===== src/rtl/sbox_pkg.sv =====
// Shared constants, FSM state type and ASCII helpers for the S-box UART transmit path.
// Build option: SBOX_TX_PREFIX_EN prepends an 'E'/'D' mode character to every frame.
package sbox_pkg;

  localparam logic [7:0] ASCII_CR = 8'h0D;
  localparam logic [7:0] ASCII_LF = 8'h0A;
  localparam logic [7:0] ASCII_E  = 8'h45;
  localparam logic [7:0] ASCII_D  = 8'h44;

`ifdef SBOX_TX_PREFIX_EN
  localparam int unsigned NUM_CHARS = 5;
`else
  localparam int unsigned NUM_CHARS = 4;
`endif

  typedef enum logic [1:0] {
    IDLE,
    START,
    DATA,
    STOP
  } tx_state_e;

  function automatic logic [7:0] nibble_to_ascii(input logic [3:0] nib);
    return (nib < 4'd10) ? 8'h30 + {4'h0, nib} : 8'h37 + {4'h0, nib};
  endfunction

  function automatic logic [7:0] mode_char(input logic encrypt);
    return encrypt ? ASCII_E : ASCII_D;
  endfunction

endpackage


===== src/rtl/uart_tx_byte.sv =====
// 8N1 serializer for one byte. Owns the baud and bit counters; `ready` lets the
// caller hand over the next byte on the last stop-bit cycle for gapless characters.
module uart_tx_byte
  import sbox_pkg::*;
#(
  parameter int unsigned CLKS_PER_BIT = 434
) (
  input  logic       clk,
  input  logic       reset,
  input  logic       start,
  input  logic [7:0] data,
  output logic       ready,
  output logic       busy,
  output logic       done,
  output logic       tx
);

  localparam int unsigned BW = $clog2(CLKS_PER_BIT);
  localparam logic [BW-1:0] LAST_BAUD = BW'(CLKS_PER_BIT - 1);

  tx_state_e     state_q, state_d;
  logic [BW-1:0] baud_q, baud_d;
  logic [2:0]    bit_q, bit_d;
  logic [7:0]    shreg_q, shreg_d;
  logic          tx_q, tx_d;
  logic          done_q, done_d;
  logic          bit_end;

  assign bit_end = (baud_q == LAST_BAUD);
  assign ready   = (state_q == IDLE) || ((state_q == STOP) && bit_end);
  assign busy    = (state_q != IDLE);
  assign done    = done_q;
  assign tx      = tx_q;

  always_comb begin
    // NOTE: every output of this block gets a default first, so no path can infer a latch.
    state_d = state_q;
    baud_d  = baud_q;
    bit_d   = bit_q;
    shreg_d = shreg_q;
    tx_d    = tx_q;
    done_d  = 1'b0;

    unique case (state_q)
      IDLE: begin
        if (start) begin
          state_d = START;
          baud_d  = '0;
          shreg_d = data;
          tx_d    = 1'b0;
        end
      end
      START: begin
        if (bit_end) begin
          state_d = DATA;
          baud_d  = '0;
          bit_d   = 3'd0;
          tx_d    = shreg_q[0];
          shreg_d = shreg_q >> 1;
        end else begin
          baud_d = baud_q + 1'b1;
        end
      end
      DATA: begin
        if (bit_end) begin
          baud_d = '0;
          if (bit_q == 3'd7) begin
            state_d = STOP;
            tx_d    = 1'b1;
          end else begin
            bit_d   = bit_q + 3'd1;
            tx_d    = shreg_q[0];
            shreg_d = shreg_q >> 1;
          end
        end else begin
          baud_d = baud_q + 1'b1;
        end
      end
      STOP: begin
        if (bit_end) begin
          baud_d = '0;
          done_d = 1'b1;
          // Chaining straight into the next start bit keeps characters back to back.
          if (start) begin
            state_d = START;
            shreg_d = data;
            tx_d    = 1'b0;
          end else begin
            state_d = IDLE;
            tx_d    = 1'b1;
          end
        end else begin
          baud_d = baud_q + 1'b1;
        end
      end
      default: state_d = IDLE;
    endcase
  end

  always_ff @(posedge clk) begin
    // NOTE: state registers use non-blocking assignments so all flops update from the same pre-edge values.
    if (reset) begin
      state_q <= IDLE;
      baud_q  <= '0;
      bit_q   <= '0;
      // NOTE: the shift register is reset as well; it is tiny and keeps the datapath free of X after reset.
      shreg_q <= '0;
      tx_q    <= 1'b1;
      done_q  <= 1'b0;
    end else begin
      state_q <= state_d;
      baud_q  <= baud_d;
      bit_q   <= bit_d;
      shreg_q <= shreg_d;
      tx_q    <= tx_d;
      done_q  <= done_d;
    end
  end

endmodule


===== src/rtl/sbox_uart_tx.sv =====
// Sends the S-box result byte as uppercase ASCII hex plus CR LF over an 8N1 UART.
// Build option: SBOX_TX_PREFIX_EN prepends 'E' (encrypt) or 'D' (decrypt) to each frame.
module sbox_uart_tx
  import sbox_pkg::*;
#(
  parameter int unsigned CLK_HZ       = 50_000_000,
  parameter int unsigned BAUD         = 115200,
  parameter int unsigned CLKS_PER_BIT = CLK_HZ / BAUD
) (
  input  logic       clk,
  input  logic       reset,
  input  logic       start,
  input  logic [7:0] data_in,
  input  logic       encrypt,
  output logic       busy,
  output logic       done,
  output logic       tx
);

  localparam logic [2:0] LAST_CHAR = 3'(NUM_CHARS - 1);

  logic       busy_q, done_q;
  logic [2:0] char_idx;
  logic [7:0] data_q;
  logic       accept, more;
  logic       byte_start, byte_ready, byte_busy, byte_done;
  logic [7:0] byte_data;
  logic [2:0] sel_idx;
  logic [7:0] sel_byte;

  assign accept     = start && !busy_q && !byte_busy;
  assign more       = (char_idx != LAST_CHAR);
  assign byte_start = accept || (busy_q && more);
  assign busy       = busy_q;
  assign done       = done_q;

  // The first character comes straight from the live inputs so tx can drop on the cycle after start.
  always_comb begin
    sel_idx   = accept ? 3'd0 : char_idx + 3'd1;
    sel_byte  = accept ? data_in : data_q;
    byte_data = ASCII_LF;
`ifdef SBOX_TX_PREFIX_EN
    case (sel_idx)
      3'd0:    byte_data = mode_char(encrypt);
      3'd1:    byte_data = nibble_to_ascii(sel_byte[7:4]);
      3'd2:    byte_data = nibble_to_ascii(sel_byte[3:0]);
      3'd3:    byte_data = ASCII_CR;
      default: byte_data = ASCII_LF;
    endcase
`else
    case (sel_idx)
      3'd0:    byte_data = nibble_to_ascii(sel_byte[7:4]);
      3'd1:    byte_data = nibble_to_ascii(sel_byte[3:0]);
      3'd2:    byte_data = ASCII_CR;
      default: byte_data = ASCII_LF;
    endcase
`endif
  end

`ifndef SBOX_TX_PREFIX_EN
  logic unused_encrypt;
  assign unused_encrypt = encrypt;
`endif

  always_ff @(posedge clk) begin
    if (reset) begin
      busy_q   <= 1'b0;
      done_q   <= 1'b0;
      char_idx <= '0;
      data_q   <= '0;
    end else begin
      done_q <= 1'b0;
      if (accept) begin
        busy_q   <= 1'b1;
        char_idx <= '0;
        data_q   <= data_in;
      end else begin
        if (busy_q && byte_done) char_idx <= char_idx + 3'd1;
        if (busy_q && byte_ready && !more) begin
          busy_q <= 1'b0;
          done_q <= 1'b1;
        end
      end
    end
  end

  uart_tx_byte #(
    .CLKS_PER_BIT(CLKS_PER_BIT)
  ) u_byte (
    .clk   (clk),
    .reset (reset),
    .start (byte_start),
    .data  (byte_data),
    .ready (byte_ready),
    .busy  (byte_busy),
    .done  (byte_done),
    .tx    (tx)
  );

endmodule


===== config.mk =====
export PLATFORM = sky130hd
export DESIGN_NAME = sbox_uart_tx
export DESIGN_NICKNAME = d
export VERILOG_FILES = /design/src/rtl/sbox_pkg.sv /design/src/rtl/uart_tx_byte.sv /design/src/rtl/sbox_uart_tx.sv
export SDC_FILE = /design/constraint.sdc
export NUM_CORES = 1
export LEC_CHECK = 0
export CAP_MARGIN = 15
export CORE_MARGIN = 2
export CORE_UTILIZATION = 42
export DETAILED_ROUTE_END_ITERATION = 8
export PLACE_DENSITY_LB_ADDON = 0.3
export SYNTH_ARGS = -nofsm -noshare
export SYNTH_HDL_FRONTEND = slang
export SYNTH_SLANG_ARGS = --single-unit

===== constraint.sdc =====
create_clock -name clk -period 3.79 [get_ports clk]
set_input_delay 0.5685 -clock clk [delete_from_list [all_inputs] [get_ports clk]]
set_output_delay 0.5685 -clock clk [all_outputs]
set_load 0.01 [all_outputs]

== Word level (Yosys, flattened, before mapping) ==
Cells that the tools add are included.

* Flip-flop bits (word level): 37
* Bits in latches: 0
* RAM bits: 0
* Bits in read-only memories: 0
* Output and inout port bits: 3
* Word-level logic and storage cells: 94
* Memories: 0

* $add $sub $neg: 7
* Multiply operators: 0
* Divide/modulo/power cells: 0
* Order comparisons: 2
* Equality and inequality tests: 14
* Shift operators: 0
* Muxes and demuxes: 36
* Bitwise operators: 1
* Reduce and logical (&&, ||, !) cells: 24

{| class="wikitable"
|+ Operators by type and width
! operator !! count
|-
| $mux W8 || 6
|-
| $pmux W8 S4 || 1
|-
| $add A6 B4 Y7 const A || 4
|-
| $pmux W7 S3 || 1
|-
| $mux W9 || 2
|-
| $pmux W9 S2 || 1
|-
| $mux W7 || 2
|-
| $mux W3 || 4
|-
| $reduce_and A4 Y1 || 3
|-
| $mux W1 || 11
|-
| $mux W2 || 5
|-
| $add A9 B1 Y9 const B || 1
|-
| $eq A9 B9 Y1 const B || 1
|-
| $lt A4 B4 Y1 const B || 2
|-
| $ne A2 B1 Y1 const B || 4
|-
| $pmux W2 S4 || 1
|-
| $logic_and A1 B1 Y1 || 7
|-
| $add A3 B1 Y3 const B || 2
|-
| $pmux W3 S2 || 1
|-
| $reduce_bool A2 Y1 || 3
|-
| $reduce_and A5 Y1 || 1
|-
| $eq A2 B2 Y1 const B || 2
|-
| $ne A2 B2 Y1 const B || 2
|-
| $pmux W1 S4 || 1
|-
| 12 further kinds || 16
|}

== Depth between registers and ports, before layout ==
Gate-level depths: netlist of run 1.

* Word-level depth: 10
* Depth in mapped cells: 13
* Gate-level depth less buffers: 11

== By module ==
From an unflattened synthesis of run 1, not the netlist that was laid out.

* Cell total of the unflattened synthesis: 235
* Area total of the unflattened synthesis: 2238.4 um^2

{| class="wikitable"
|+ Modules (own cells, without submodules)
! module !! instances !! cells each !! area each (um^2) !! seq. area each (um^2)
|-
| uart_tx_byte || 1 || 138 || 1387.6 || 480.5
|-
| sbox_uart_tx || 1 || 97 || 850.8 || 260.2
|}

== Worst setup path before layout of run 1 ==
OpenSTA, ideal clock, no wires.

* Path kind: reg-to-reg
* Start point: register u_byte.state_q[0]
* End point: register u_byte.shreg_q[2]
* Setup time: 101 ps
* Data arrival time: 2469 ps
* Required time: 3689 ps
* Slack: 1220 ps
* Stages on the path, launching flop included: 14
* Buffers on the path: 2
* Period minus slack after synthesis: 2570 ps
* Cells stage by stage: dfxtp_1 -> inv_1 -> ha_1 -> buf_4 -> and3b_1 -> buf_2 -> mux2i_1 -> ha_1 -> and4b_1 -> a21oi_1 -> or3_1 -> a21oi_1 -> a211oi_1 -> o41ai_1

* Longest elaborated chain between the ends: 10

{| class="wikitable"
|+ RTL lines
! item !! RTL line !! RTL
|-
| start, declared || uart_tx_byte.sv:21 || <nowiki>tx_state_e state_q, state_d;</nowiki>
|-
| start signal, assigned || uart_tx_byte.sv:111 || <nowiki>state_q <= state_d;</nowiki>
|-
| $reduce_bool A2 Y1 || uart_tx_byte.sv:31 || <nowiki>assign busy = (state_q != IDLE);</nowiki>
|-
| $logic_not A1 Y1 || sbox_uart_tx.sv:31 || <nowiki>assign accept = start && !busy_q && !byte_busy;</nowiki>
|-
| $logic_and A1 B1 Y1 || sbox_uart_tx.sv:31 ||
|-
| $mux W8 || -- ||
|-
| $add A6 B4 Y7 / $lt A4 B4 Y1 (equally long branches) || sbox_pkg.sv:24 || <nowiki>return (nib < 4'd10) ? 8'h30 + {4'h0, nib} : 8'h37 + {4'h0, nib};</nowiki>
|-
| $mux W7 || sbox_pkg.sv:24 ||
|-
| $pmux W7 S3 || sbox_uart_tx.sv:51 || <nowiki>case (sel_idx)</nowiki>
|-
| $mux W8 || uart_tx_byte.sv:46, uart_tx_byte.sv:84 ||
|-
| $mux W8 || uart_tx_byte.sv:80 || <nowiki>if (bit_end) begin</nowiki>
|-
| $pmux W8 S4 || uart_tx_byte.sv:44 || <nowiki>unique case (state_q)</nowiki>
|-
| end signal, assigned || uart_tx_byte.sv:114 || <nowiki>shreg_q <= shreg_d;</nowiki>
|-
| end, declared || uart_tx_byte.sv:24 || <nowiki>logic [7:0] shreg_q, shreg_d;</nowiki>
|}

Several ways; a longest one is shown, not always the timed one. The select of a mux whose other input is x is not followed.
A chain may end at the register's enable or synchronous reset.

== Final worst setup path of run 1 ==
Ends and elaborated chain as after synthesis.

==> impl_metrics.env, run 1 <==
export IMPL_drtIter0Drc=56
export IMPL_final_common_cell="dfxtp_1"
export IMPL_min_period_ns=3.09
export IMPL_final_cell_mix="dfxtp_1 (36), nor2_1 (32), nand2_1 (27)"
export IMPL_cts_buffer_depth=2
export IMPL_synth_compound_area_share=0.213
export IMPL_post_synth_num_cell_types=54
export IMPL_r2r_end="u_byte.shreg_q[2]"
export IMPL_crit_path_start_kind="register"
export IMPL_cts_made_buffers=5
export IMPL_wl_um=4300
export IMPL_cts_repair_resize_count=0
export IMPL_cts_setup_buffers=0
export IMPL_worstSetupPathType="register to register"
export IMPL_leakage_nw=0.952
export IMPL_setup_violations=0
export IMPL_fin_crit_sh=0.815
export IMPL_drive_gt1_frac=0.0861
export IMPL_slew_headroom=0.659
export IMPL_whs_path_depth=2
export IMPL_vias=1821
export IMPL_hold_ws_ns=0.459
export IMPL_area_growth_pct=12.9
export IMPL_clock_sinks=36
export IMPL_skew_ns=0.0150
export IMPL_coreArea_mm2=0.00482
export IMPL_grt_overflow=0
export IMPL_die_area_mm2=0.00566
export IMPL_gp_congestion=0.781
export IMPL_synth_top_family_by_area="simple AND/OR/NAND/NOR gates"
export IMPL_ff2ff_path_depth=11
export IMPL_clock_fmax_mhz=324
export IMPL_async_reset_ff_frac=0
export IMPL_synth_top_area_frac=0.338
export IMPL_wl_per_cell_um=12.9
export IMPL_grt_pass1_wl_um=7470
export IMPL_ctsHoldBuffers=0
export IMPL_synth_adder_area_share=0.0763
export IMPL_hold_end="u_byte.shreg_q[0]"
export IMPL_core_rowCount=25
export IMPL_crit_arrival_ns=3.29
export IMPL_dp_cells=326
export IMPL_required_ns=3.99
export IMPL_io_pins=15
export IMPL_die_w_um=75.2
export IMPL_end_kind="register"
export IMPL_syn_inst=255
export IMPL_syn_nets=280
export IMPL_grt_pass1_vias=1717
export IMPL_synthSimpleGateAreaFrac=0.255
export IMPL_syn_mean_instance_area_um2=8.36
export IMPL_first_pass_iters=4
export IMPL_yosysWarningCount=0
export IMPL_grt_use_total=0.169
export IMPL_irDropWorstVdd_uv=342
export IMPL_netlist_area_mm2=0.00213
export IMPL_min_path_type="register to register"
export IMPL_path_max_fanout=9
export IMPL_rsz0062_at_grt="false"
export IMPL_nFillCells=490
export IMPL_path_cells="inv_1 -> ha_1 -> and3b_1 -> mux2i_1 -> ha_1 -> and4b_1 -> a21oi_1 -> or3_1 -> a21oi_1 -> a211oi_1 -> o41ai_1"
export IMPL_synthFlopType="dfxtp_1"
export IMPL_cts_root_buffer="clkbuf_8"
export IMPL_dp_hpwl_um=3070
export IMPL_cts_tree="built"
export IMPL_grt_antenna_before_repair=0
export IMPL_muxShareOfSynthArea=0.0534
export IMPL_grt_max_degree=39
export IMPL_power_mw=1.64
export IMPL_finalSetupTns_ns=0
export IMPL_synth_xor_area_frac=0.0206
export IMPL_die_y_um=75.2
export IMPL_synth_seq_cells=36
export IMPL_critPathMaxStageDelay_ns=0.42
export IMPL_r2r_start="u_byte.state_q[0]"
export IMPL_final_cells=334
export IMPL_h_tree_depth=2
export IMPL_drt_vias_per_instance=5.45
export IMPL_synth_edff_count=0
export IMPL_drv_slew=0
export IMPL_worst_slew_pin_transition_ns=0.506
export IMPL_clk_insertion_delay_late_ns=0.30
export IMPL_hp_start="u_byte.shreg_q[0]"
export IMPL_final_hold_viol_count=0
export IMPL_route_detailed_drc=0
export IMPL_clk_pin_slew_ns=0.08
export IMPL_port_buffers=13
export IMPL_layout_nets=291
export IMPL_ant_nets=0
export IMPL_outcome="completed"
export IMPL_cap_violations=0
export IMPL_rrSetupSlack_ns=0.70
export IMPL_critPathSlowestCell="and3b_1"
export IMPL_power_density_mw_per_mm2=683
export IMPL_initial_utilization=0.442
export IMPL_final_util=0.499
export IMPL_antenna_cells=0
export IMPL_yosys_area_top_type="dfxtp_1"
export IMPL_ys_top_cells_by_area="dfxtp_1 (34%), ha_1 (7.6%), nor2_1 (5.6%), a21oi_1 (5.4%), nand2_1 (4.8%)"
export IMPL_seq_area_frac_synth=0.338
how the worst max path moves through the flow:
stage | start | end | cells past startpoint
3_3_place_gp | start | u_byte.shreg_q[2] | 10
6_report | u_byte.state_q[0] | u_byte.shreg_q[2] | 11
4_1_cts | u_byte.state_q[0] | u_byte.shreg_q[2] | 11
3_5_place_dp | start | u_byte.shreg_q[2] | 10
2_1_floorplan | u_byte.state_q[0] | u_byte.shreg_q[2] | 13
5_1_grt | u_byte.state_q[0] | u_byte.shreg_q[2] | 11
worst max-delay path, delay by kind of cell (launching register included):
family	cells	cell delay, ns
AND/OR/NAND/NOR	3	0.91
adder cells (fa/ha/maj)	2	0.64
AO/OA/AOI/OAI	4	0.61
multiplexers	1	0.34
flip-flops	1	0.33
buffers and inverters	1	0.15
per-stage QoR:
stage                     area, µm²  setup slack, ns
after floorplan                2130             1.22
after CTS                      2400            0.730
after detailed placement       2290            0.496
final                          2400            0.703
after global placement         2290            0.537
after global routing           2400            0.469
synth_stat cells, drive strengths merged (2+ instances only):
cell and number:
nand2 28, a32oi 2, nor2 33, a211oi 3, inv 7, or3 2, dfxtp 36, and4b 2
and3 6, a21oi 25, nor3 5, clkbuf 4, mux2i 11, ha 13, a311oi 3, o41ai 2
o21ai 17, xor2 4, a22oi 5, nand2b 3, nor3b 4, nor2b 5, buf 7, nand3b 6
nand3 6
kinds of logic (layout without fill, tap and decap cells):
family | after synthesis | count (layout)
AOI/OAI and AO/OA | 68 | 68
and+or+nand+nor | 104 | 104
adders and majority gates | 13 | 13
buffers and inverters | 18 | 30
DFF | 36 | 36
muxes | 11 | 11
xor gates and xnor gates | 5 | 5
flip-flops by register name, summed over array words and instances (netlist names):
name            flops
u_byte.shreg_q      7
u_byte.state_q      2
busy                1
done                1
char_idx            3
u_byte.done         1
u_byte.bit_q        3
u_byte.tx           1
data_q              8
u_byte.baud_q       9
metal layers:
layer | track usage | share of wire
met4 | 0.0624 | 0.013
met2 | 0.272 | 0.43
met5 | 0 | 0
met1 | 0.223 | 0.53
met3 | 0.0361 | 0.025
power by group:
part           internal (mW)  switching, mW
Clock                  0.195          0.150
Combinational          0.310          0.490
Sequential             0.445         0.0525
Total                  0.950          0.692
cell type report:
type	count	area (µm²)	area share
multi-input cells	201	1320	0.548
flip-flops and latches	36	721	0.300
repair buffers	15	145	0.0604
well taps	67	83.8	0.0349
clock buffers	5	68.8	0.0286
clock inverters	3	42.5	0.0177
inverters	7	26.3	0.0109
Note: power is estimated with default switching activity, not from simulation.
==> inputs of run 2 (changes only) <==
==> constraint.sdc (replaced) <==
create_clock -name clk -period 2.9 [get_ports clk]
set_input_delay 0.435 -clock clk [delete_from_list [all_inputs] [get_ports clk]]
set_output_delay 0.435 -clock clk [all_outputs]
set_load 0.01 [all_outputs]
==> run 2 against run 1 <==
  * Register-to-register slack worse by 0.44 ns
  * Total power rose by 29%
  * Die area is the same
  * Critical path depth stayed put
  * Via count up 1.4%
  * Non-clock buffer count increased by 7
  * Utilization grew 0.70 points
  * Clock power is 8.4% higher
  * Flip-flop and latch count is the same
  * Largest cell class unchanged
  * Largest power group unchanged
  * Highest routed layer unchanged
==> impl_metrics.env, run 2 (synthesis gave the netlist of run 1 again) <==
export IMPL_outcome="completed"
export IMPL_grt_overflow=0
export IMPL_die_w_um=75.2
export IMPL_final_design_area_no_fill_mm2=0.00244
export IMPL_drtIter0Drc=82
export IMPL_finalSetupTns_ns=0
export IMPL_reg_top3="u_byte.baud_q x9, data_q x8, u_byte.shreg_q x7"
export IMPL_layout_nets=298
export IMPL_r2r_end="u_byte.shreg_q[2]"
export IMPL_power_density_mw_per_mm2=869
export IMPL_hold_ws_ns=0.451
export IMPL_ctsHoldBuffers=0
export IMPL_multi_input_area_mm2=0.00132
export IMPL_cts_made_buffers=5
export IMPL_power_mw=2.12
export IMPL_grt_max_degree=17
export IMPL_crit_arrival_ns=2.81
export IMPL_end_kind="register"
export IMPL_coreArea_mm2=0.00482
export IMPL_vias=1847
export IMPL_rrSetupSlack_ns=0.27
export IMPL_hp_start="u_byte.shreg_q[0]"
export IMPL_io_pins=15
export IMPL_final_cells=341
export IMPL_seq_area_um2=721
export IMPL_port_buffers=13
export IMPL_die_area_mm2=0.00566
export IMPL_regMostFlops="u_byte.baud_q"
export IMPL_clk_pin_slew_ns=0.07
export IMPL_drive_gt1_frac=0.109
export IMPL_cts_tree="built"
export IMPL_slew_headroom=0.595
export IMPL_leakage_nw=0.981
export IMPL_grt_pass1_vias=1728
export IMPL_area_growth_pct=14.4
export IMPL_dp_hpwl_um=3270
export IMPL_h_tree_depth=2
export IMPL_min_path_type="register to register"
export IMPL_largest_reg_flops=9
export IMPL_r2r_start="u_byte.state_q[0]"
export IMPL_fin_crit_sh=0.908
export IMPL_rsz0062_at_grt="false"
export IMPL_setup_violations=0
export IMPL_ff2ff_path_depth=11
export IMPL_cts_root_buffer="clkbuf_8"
export IMPL_core_rowCount=25
export IMPL_dp_cells=333
export IMPL_endpoint="u_byte.shreg_q[2]"
export IMPL_route_detailed_drc=0
export IMPL_cts_repair_resize_count=0
export IMPL_drv_slew=0
export IMPL_path_max_fanout=5
export IMPL_cap_violations=0
export IMPL_antenna_cells=0
export IMPL_cts_setup_buffers=0
export IMPL_irDropWorstVdd_uv=404
export IMPL_grt_use_total=0.176
export IMPL_clk_insertion_delay_late_ns=0.29
export IMPL_cts_buffer_depth=2
export IMPL_crit_start="u_byte.state_q[0]"
export IMPL_gp_congestion=0.798
export IMPL_worstSetupPathType="register to register"
export IMPL_die_y_um=75.2
export IMPL_ant_nets=0
export IMPL_wl_um=4340
export IMPL_grt_antenna_before_repair=0
export IMPL_final_common_cell="dfxtp_1"
export IMPL_required_ns=3.08
export IMPL_skew_ns=0.00939
export IMPL_worst_slew_pin_transition_ns=0.606
export IMPL_drt_vias_per_instance=5.42
export IMPL_crit_path_start_kind="register"
export IMPL_initial_utilization=0.442
export IMPL_min_period_ns=2.63
export IMPL_wl_per_cell_um=12.7
export IMPL_grt_pass1_wl_um=7710
export IMPL_clock_sinks=36
export IMPL_final_cell_mix="dfxtp_1 (36), nor2_1 (32), nand2_1 (27)"
export IMPL_clock_fmax_mhz=380
export IMPL_final_hold_viol_count=0
export IMPL_placed_area_mm2=0.00235
export IMPL_first_pass_iters=4
export IMPL_nFillCells=482
run 2: per-layer routing:
metal	vias to the layer above	track usage	routed length [µm]
li1	951	-	-
met1	864	0.231	2200
met2	24	0.288	1970
met3	8	0.0361	119
met4	0	0.0604	59
met5	-	0	0
run 2: worst min-delay path by stage:
| stage | to | cells after the start |
|---|---|---|
| floorplan | u_byte.shreg_q[0] | 2 |
| global placement | u_byte.shreg_q[0] | 2 |
| detailed placement | u_byte.shreg_q[0] | 2 |
| CTS | u_byte.shreg_q[0] | 2 |
| global route | u_byte.shreg_q[0] | 2 |
| finish | u_byte.shreg_q[0] | 2 |
run 2: layout make-up:
cell class                      count  area share
Timing Repair Buffer               22      0.0811
Tap cell                           67      0.0344
Clock buffer                        6      0.0339
Inverter                            7      0.0108
Multi-Input combinational cell    201       0.540
Clock inverter                      2     0.00410
Sequential cell                    36       0.296
run 2: critical path, stage by stage (launching register included):
cell and delay [ns]:
dfxtp_1 0.34, inv_1 0.14, ha_1 0.20, and3b_1 0.26
mux2i_1 0.26, ha_1 0.23, and4b_1 0.19, a21oi_1 0.04
or3_1 0.31, a21oi_1 0.19, a211oi_1 0.08, o41ai_1 0.31
run 2: metrics by stage:
stage,util,setup slack [ns]
after floorplan,-,0.330
after CTS,0.506,0.268
final,0.506,0.267
after global routing,0.506,0.00895
after detailed placement,0.487,0.0205
after global placement,0.487,0.114
run 2: report_power, final:
part           total [mW]  switching, mW  internal [mW]
registers           0.652         0.0708          0.581
logic                1.09          0.649          0.444
clock network       0.374          0.185          0.190
total                2.12          0.904           1.21
==> inputs of run 3 (changes only) <==
--- a/config.mk
+++ b/config.mk
@@ -5,7 +5,7 @@
 export SDC_FILE = /design/constraint.sdc
 export NUM_CORES = 1
 export LEC_CHECK = 0
-export CAP_MARGIN = 15
+export CAP_MARGIN = 40
 export CORE_MARGIN = 2
 export CORE_UTILIZATION = 42
 export DETAILED_ROUTE_END_ITERATION = 8
==> results of run 3 <==
Same layout as run 2: the final DEF is identical, and so are final timing and power.
